<file path="config.mk">
export PLATFORM = sky130hd
export DESIGN_NAME = select_biggest_reg
export DESIGN_NICKNAME = d
export VERILOG_FILES = /design/src/rtl/select_biggest_reg_pkg.sv /design/src/rtl/select_biggest_node.sv /design/src/rtl/select_biggest_reg.sv
export SDC_FILE = /design/constraint.sdc
export NUM_CORES = 1
export LEC_CHECK = 0
export BUFFER_PORTS_ARGS = -buffer_cell sky130_fd_sc_hd__buf_2
export CAP_MARGIN = 20
export CELL_PAD_IN_SITES_DETAIL_PLACEMENT = 2
export CELL_PAD_IN_SITES_GLOBAL_PLACEMENT = 2
export CORE_AREA = 10 10 110 112
export DETAILED_ROUTE_END_ITERATION = 8
export DIE_AREA = 0 0 120 122
export PLACE_DENSITY = 0.83
export SYNTH_ARGS = -nofsm -noshare
export SYNTH_HDL_FRONTEND = slang
export SYNTH_SLANG_ARGS = --single-unit
</file>
<file path="constraint.sdc">
create_clock -name clk_in -period 12.7 [get_ports clk_in]
set_input_delay 0 -clock clk_in [delete_from_list [all_inputs] [get_ports clk_in]]
set_output_delay 0 -clock clk_in [all_outputs]
set_load 0.05 [all_outputs]
</file>
<file path="src/rtl/select_biggest_reg_pkg.sv">
// Shared sizing helpers for the registered maximum-selector.
package select_biggest_reg_pkg;

  // Index width never collapses to zero, even for a single way.
  function automatic int index_width(input int num_way);
    return (num_way > 1) ? $clog2(num_way) : 1;
  endfunction

  function automatic int tree_levels(input int num_way);
    return (num_way > 1) ? $clog2(num_way) : 0;
  endfunction

endpackage

</file>
<file path="src/rtl/select_biggest_node.sv">
// Two-input compare element: higher-index operand B wins only when strictly larger.
module select_biggest_node
  import select_biggest_reg_pkg::*;
#(
  parameter int VALUE_WIDTH = 4,
  parameter int INDEX_WIDTH = 4
) (
  input  logic [VALUE_WIDTH-1:0] a_value,
  input  logic [INDEX_WIDTH-1:0] a_index,
  input  logic                   a_valid,
  input  logic [VALUE_WIDTH-1:0] b_value,
  input  logic [INDEX_WIDTH-1:0] b_index,
  input  logic                   b_valid,
  output logic [VALUE_WIDTH-1:0] y_value,
  output logic [INDEX_WIDTH-1:0] y_index,
  output logic                   y_valid
);

  logic b_wins;

  // Strict compare keeps the lower index on ties.
  assign b_wins  = b_valid && (!a_valid || (b_value > a_value));
  assign y_value = b_wins ? b_value : a_value;
  assign y_index = b_wins ? b_index : a_index;
  assign y_valid = a_valid | b_valid;

endmodule

</file>
<file path="src/rtl/select_biggest_reg.sv">
// Registered largest-eligible-way selector: balanced compare tree plus one output register.
module select_biggest_reg
  import select_biggest_reg_pkg::*;
#(
  parameter int SINGLE_WAY_WIDTH_IN_BITS = 4,
  parameter int NUM_WAY                  = 16
) (
  input  logic                                         clk_in,
  input  logic                                         reset_in,
  input  logic [SINGLE_WAY_WIDTH_IN_BITS*NUM_WAY-1:0]  way_flatted_in,
  input  logic [NUM_WAY-1:0]                           condition_in,
  output logic [SINGLE_WAY_WIDTH_IN_BITS-1:0]          select_out,
  output logic [index_width(NUM_WAY)-1:0]              select_index_out,
  output logic                                         select_valid_out
);

  localparam int W     = SINGLE_WAY_WIDTH_IN_BITS;
  localparam int IW    = index_width(NUM_WAY);
  localparam int PAD   = 1 << tree_levels(NUM_WAY);
  localparam int NODES = 2 * PAD - 1;

  // Heap layout: node k has children 2k+1 (lower index) and 2k+2; leaves start at PAD-1.
  logic [W-1:0]  tree_value [NODES];
  logic [IW-1:0] tree_index [NODES];
  logic          tree_valid [NODES];

  genvar gi;
  generate
    for (gi = 0; gi < PAD; gi++) begin : g_leaf
      if (gi < NUM_WAY) begin : g_real
        assign tree_value[PAD-1+gi] = way_flatted_in[gi*W +: W];
        assign tree_valid[PAD-1+gi] = condition_in[gi];
      end else begin : g_pad
        assign tree_value[PAD-1+gi] = '0;
        assign tree_valid[PAD-1+gi] = 1'b0;
      end
      assign tree_index[PAD-1+gi] = IW'(gi);
    end

    for (gi = 0; gi < PAD - 1; gi++) begin : g_node
      select_biggest_node #(
        .VALUE_WIDTH(W),
        .INDEX_WIDTH(IW)
      ) u_node (
        .a_value(tree_value[2*gi+1]),
        .a_index(tree_index[2*gi+1]),
        .a_valid(tree_valid[2*gi+1]),
        .b_value(tree_value[2*gi+2]),
        .b_index(tree_index[2*gi+2]),
        .b_valid(tree_valid[2*gi+2]),
        .y_value(tree_value[gi]),
        .y_index(tree_index[gi]),
        .y_valid(tree_valid[gi])
      );
    end
  endgenerate

  logic [W-1:0]  select_reg, select_next;
  logic [IW-1:0] index_reg, index_next;
  logic          valid_reg, valid_next;

  // With nothing eligible the tree still carries a leaf value, so zero it here.
  always_comb begin
    valid_next  = tree_valid[0];
    select_next = '0;
    index_next  = '0;
    if (tree_valid[0]) begin
      select_next = tree_value[0];
      index_next  = tree_index[0];
    end
  end

  always_ff @(posedge clk_in) begin
    if (reset_in) begin
      select_reg <= '0;
      index_reg  <= '0;
      valid_reg  <= 1'b0;
    end else begin
      select_reg <= select_next;
      index_reg  <= index_next;
      valid_reg  <= valid_next;
    end
  end

  assign select_out       = select_reg;
  assign select_index_out = index_reg;
  assign select_valid_out = valid_reg;

endmodule

</file>
==> impl_metrics.py <==
metrics = {
    "clocking": {
        "cts_resized": 0,
        "cts_tree": "built",
        "htree_levels": 1,
        "post-cts-setup-buffers": 0,
        "cts_root_buf": "clkbuf_8",
        "cts.clk_slew.worst_paths_ps": 40,
        "postCtsHoldBufs": 1,
        "clock_sinks": 9,
        "numCtsBuffers": 3,
        "clk_path_buf_depth": 2,
    },
    "sta": {
        "final_hold_viol_count": 0,
        "tightest_slew_ps": 684,
        "whs_ps": 265,
        "slew_headroom_pct": 54.0,
        "rsz0062_at_grt": "no",
        "tns_ps": 0,
        "setup_viol": 0,
        "period_needed_ps": 7100,
        "fin_crit_sh_pct": 55.9,
        "fmax_mhz": 141,
        "drv_slew": 0,
    },
    "floorplanning": {
        "start_util_pct": 30.0,
        "die_h_um": 122,
        "die_area_um2": 14600,
        "io_pins": 91,
        "fp-row-count": 37,
        "core_region_area_um2": 10000,
        "die_w_um": 120,
    },
    "finish": {
        "drive_gt1_share_pct": 25.5,
        "antenna_cells": 0,
        "nets": 640,
        "area_growth_pct": 22.3,
    },
    "worst_setup_path": {
        "worst-path-stages": 35,
        "slowest_stage": "a21oi_1",
        "startpoint": "way_flatted_in[57]",
        "crit_path_end": "select_out[2]",
        "cp-end-kind": "flop",
        "worstSetupStartpointType": "primary input",
        "critPathMaxStageDelay_ps": 570,
        "cp.arrival_ps": 7270,
        "path_buf_inv": 4,
        "crit_required_ps": 12880,
        "crit_type": "primary input to flop",
        "critPathMaxFanout": 9,
        "cp_top_family": "compound AO/OA/AOI/OAI gates",
        "timing.critical_path.mode_cell": "a21oi_1",
    },
    "routing": {
        "first_iter_violations": 126,
        "vias_per_cell": 5.40,
        "post_drt_wl_per_cell_um": 17.5,
        "routed_wl_mm": 11.2,
        "postRouteAntennaNets": 0,
        "vias": 3439,
        "drt_first_pass_iters": 4,
        "drc": 0,
    },
    "global_route": {
        "grt-ovfl-total": 0,
        "gr-usage-all-layers_pct": 14.8,
        "antenna_found_initial": 0,
        "met1_usage_pct": 18.4,
        "grt_pass1_wl_mm": 18.7,
        "grt-busiest-layer": "met2",
        "use_met2_pct": 27.4,
        "use_met3_pct": 1.80,
        "grt_max_degree": 15,
        "grt_pass1_vias": 3866,
    },
    "power_and_ir_drop": {
        "p_per_area_nw_per_um2": 126,
        "worst_ir_drop_vdd_uv": 58.1,
        "total_leakage_power_nw": 1.88,
    },
    "synth": {
        "synth_edf_count": 0,
        "yosysMostFrequentCell": "inv_1",
        "yosys-top-cells-count": "inv_1 (57), ha_1 (56), a21oi_1 (32)",
        "synth.largest_area_cell": "ha_1",
        "netlist_area_um2": 3010,
        "ys_dominant_reg_cell": "dfxtp_1",
        "synth_area_leaders": "ha_1 (23%), inv_1 (7.1%), mux2i_1 (7.0%)",
        "async_flop_share_pct": 0,
        "ys_seq_area_share_pct": 5.99,
        "syn_area_per_cell_um2": 7.38,
        "syn_nets": 546,
        "synth_cells": 408,
        "ys_warn_count": 0,
        "synth.distinct_cells": 58,
        "synth_top_area_share_pct": 23.3,
        "synth-seq-cells": 9,
    },
    "place": {
        "port_buffers": 90,
        "place_hpwl_mm": 9.95,
        "place_congestion": 0.813,
    },
    "hold_path": {
        "hold_path.class": "primary input to flop",
        "hold_path_depth": 3,
    },
    "job": {
        "drv_cap": 0,
    },
    "outcome": {
        "status": "finished clean",
    },
}
==> placed cells by master, fill, tap and decap left out, types with 3 or more instances in the layout <==
cell type,instances
buf_2,90
inv_1,57
ha_1,56
a21oi_1,32
nor2_1,28
o21ai_0,24
nand2_1,22
mux2i_1,21
nand3_1,17
nor2b_1,14
o21a_1,12
dfxtp_1,9
nor3_1,8
o22ai_1,7
mux2_2,7
nand2b_1,6
a31o_2,6
nand4_1,5
a221oi_1,5
mux2_4,5
a211oi_1,4
or2_2,4
o21bai_1,3
a211o_1,3
a31oi_1,3
and2_1,3
o21ai_1,3
o211ai_1,3
clkbuf_8,3
==> cells by family (layout without fill, tap and decap cells) <==
family                   count (synthesis)  count (layout)  share of synthesized area [%]
multiplexers                            33              33                           12.1
AND/OR/NAND/NOR                        118             118                           20.2
adder cells (fa/ha/maj)                 56              56                           23.3
AO/OA/AOI/OAI                          130             130                           30.3
XOR/XNOR                                 2               2                          0.582
flip-flops                               9               9                           5.98
buffers and inverters                   60             153                           7.48
==> layout make-up <==
| type | instances | area (µm²) |
|---|---|---|
| Multi-Input combinational cell | 339 | 2610 |
| Clock buffer | 4 | 45.0 |
| Sequential cell | 9 | 180 |
| Fill cell | 1227 | 6360 |
| Tap cell | 136 | 170 |
| Timing Repair Buffer | 92 | 468 |
| Inverter | 57 | 214 |
==> worst min-delay path by stage <==
| stage | slack [ps] | to | from |
|---|---|---|---|
| after global routing | 250 | select_index_out[0] | condition_in[14] |
| after CTS | 250 | select_index_out[0] | condition_in[14] |
| after global placement | 200 | select_index_out[3] | reset_in |
| after floorplan | 80 | select_index_out[3] | reset_in |
| final | 260 | select_index_out[0] | condition_in[14] |
| after detailed placement | 200 | select_index_out[3] | reset_in |
==> tightest hold or removal path: stages <==
cell	delay (ps)
buf_2	130
a31o_2	200
a211oi_1	100
==> through the flow <==
step / setup slack, ps / utilization [%] / power, W / cell area (µm²) / instances
6_report: 5600 / 36.7 / 0.000465 / 3680 / 637
5_1_grt: 4820 / 36.7 / 0.000517 / 3680 / 637
4_1_cts: 5320 / 36.6 / 0.000464 / 3670 / 636
3_5_place_dp: 5050 / 36.0 / 0.000429 / 3620 / 631
3_3_place_gp: 5510 / 36.0 / 0.000404 / 3620 / 631
2_1_floorplan: 6680 / - / 0.000322 / 3010 / 408
==> sequential cells by signal (all words and copies together) (netlist names) <==
signal and count:
select_index_out 4, select_out 4, select_valid_out 1
==> where the power goes <==
part / internal, W / switching (W)
Clock: 0.0000218 / 0.0000111
Sequential: 0.0000400 / 0.00000288
Combinational: 0.000149 / 0.000240
Total: 0.000211 / 0.000254
==> per-layer routing <==
metal  share of wire (%)  vias to the layer above
met5                   0                        -
met4                0.42                        0
met3                 3.3                        5
met2                  50                       74
met1                  46                     1674
li1                    -                     1686
(Power assumes the default switching activity.)
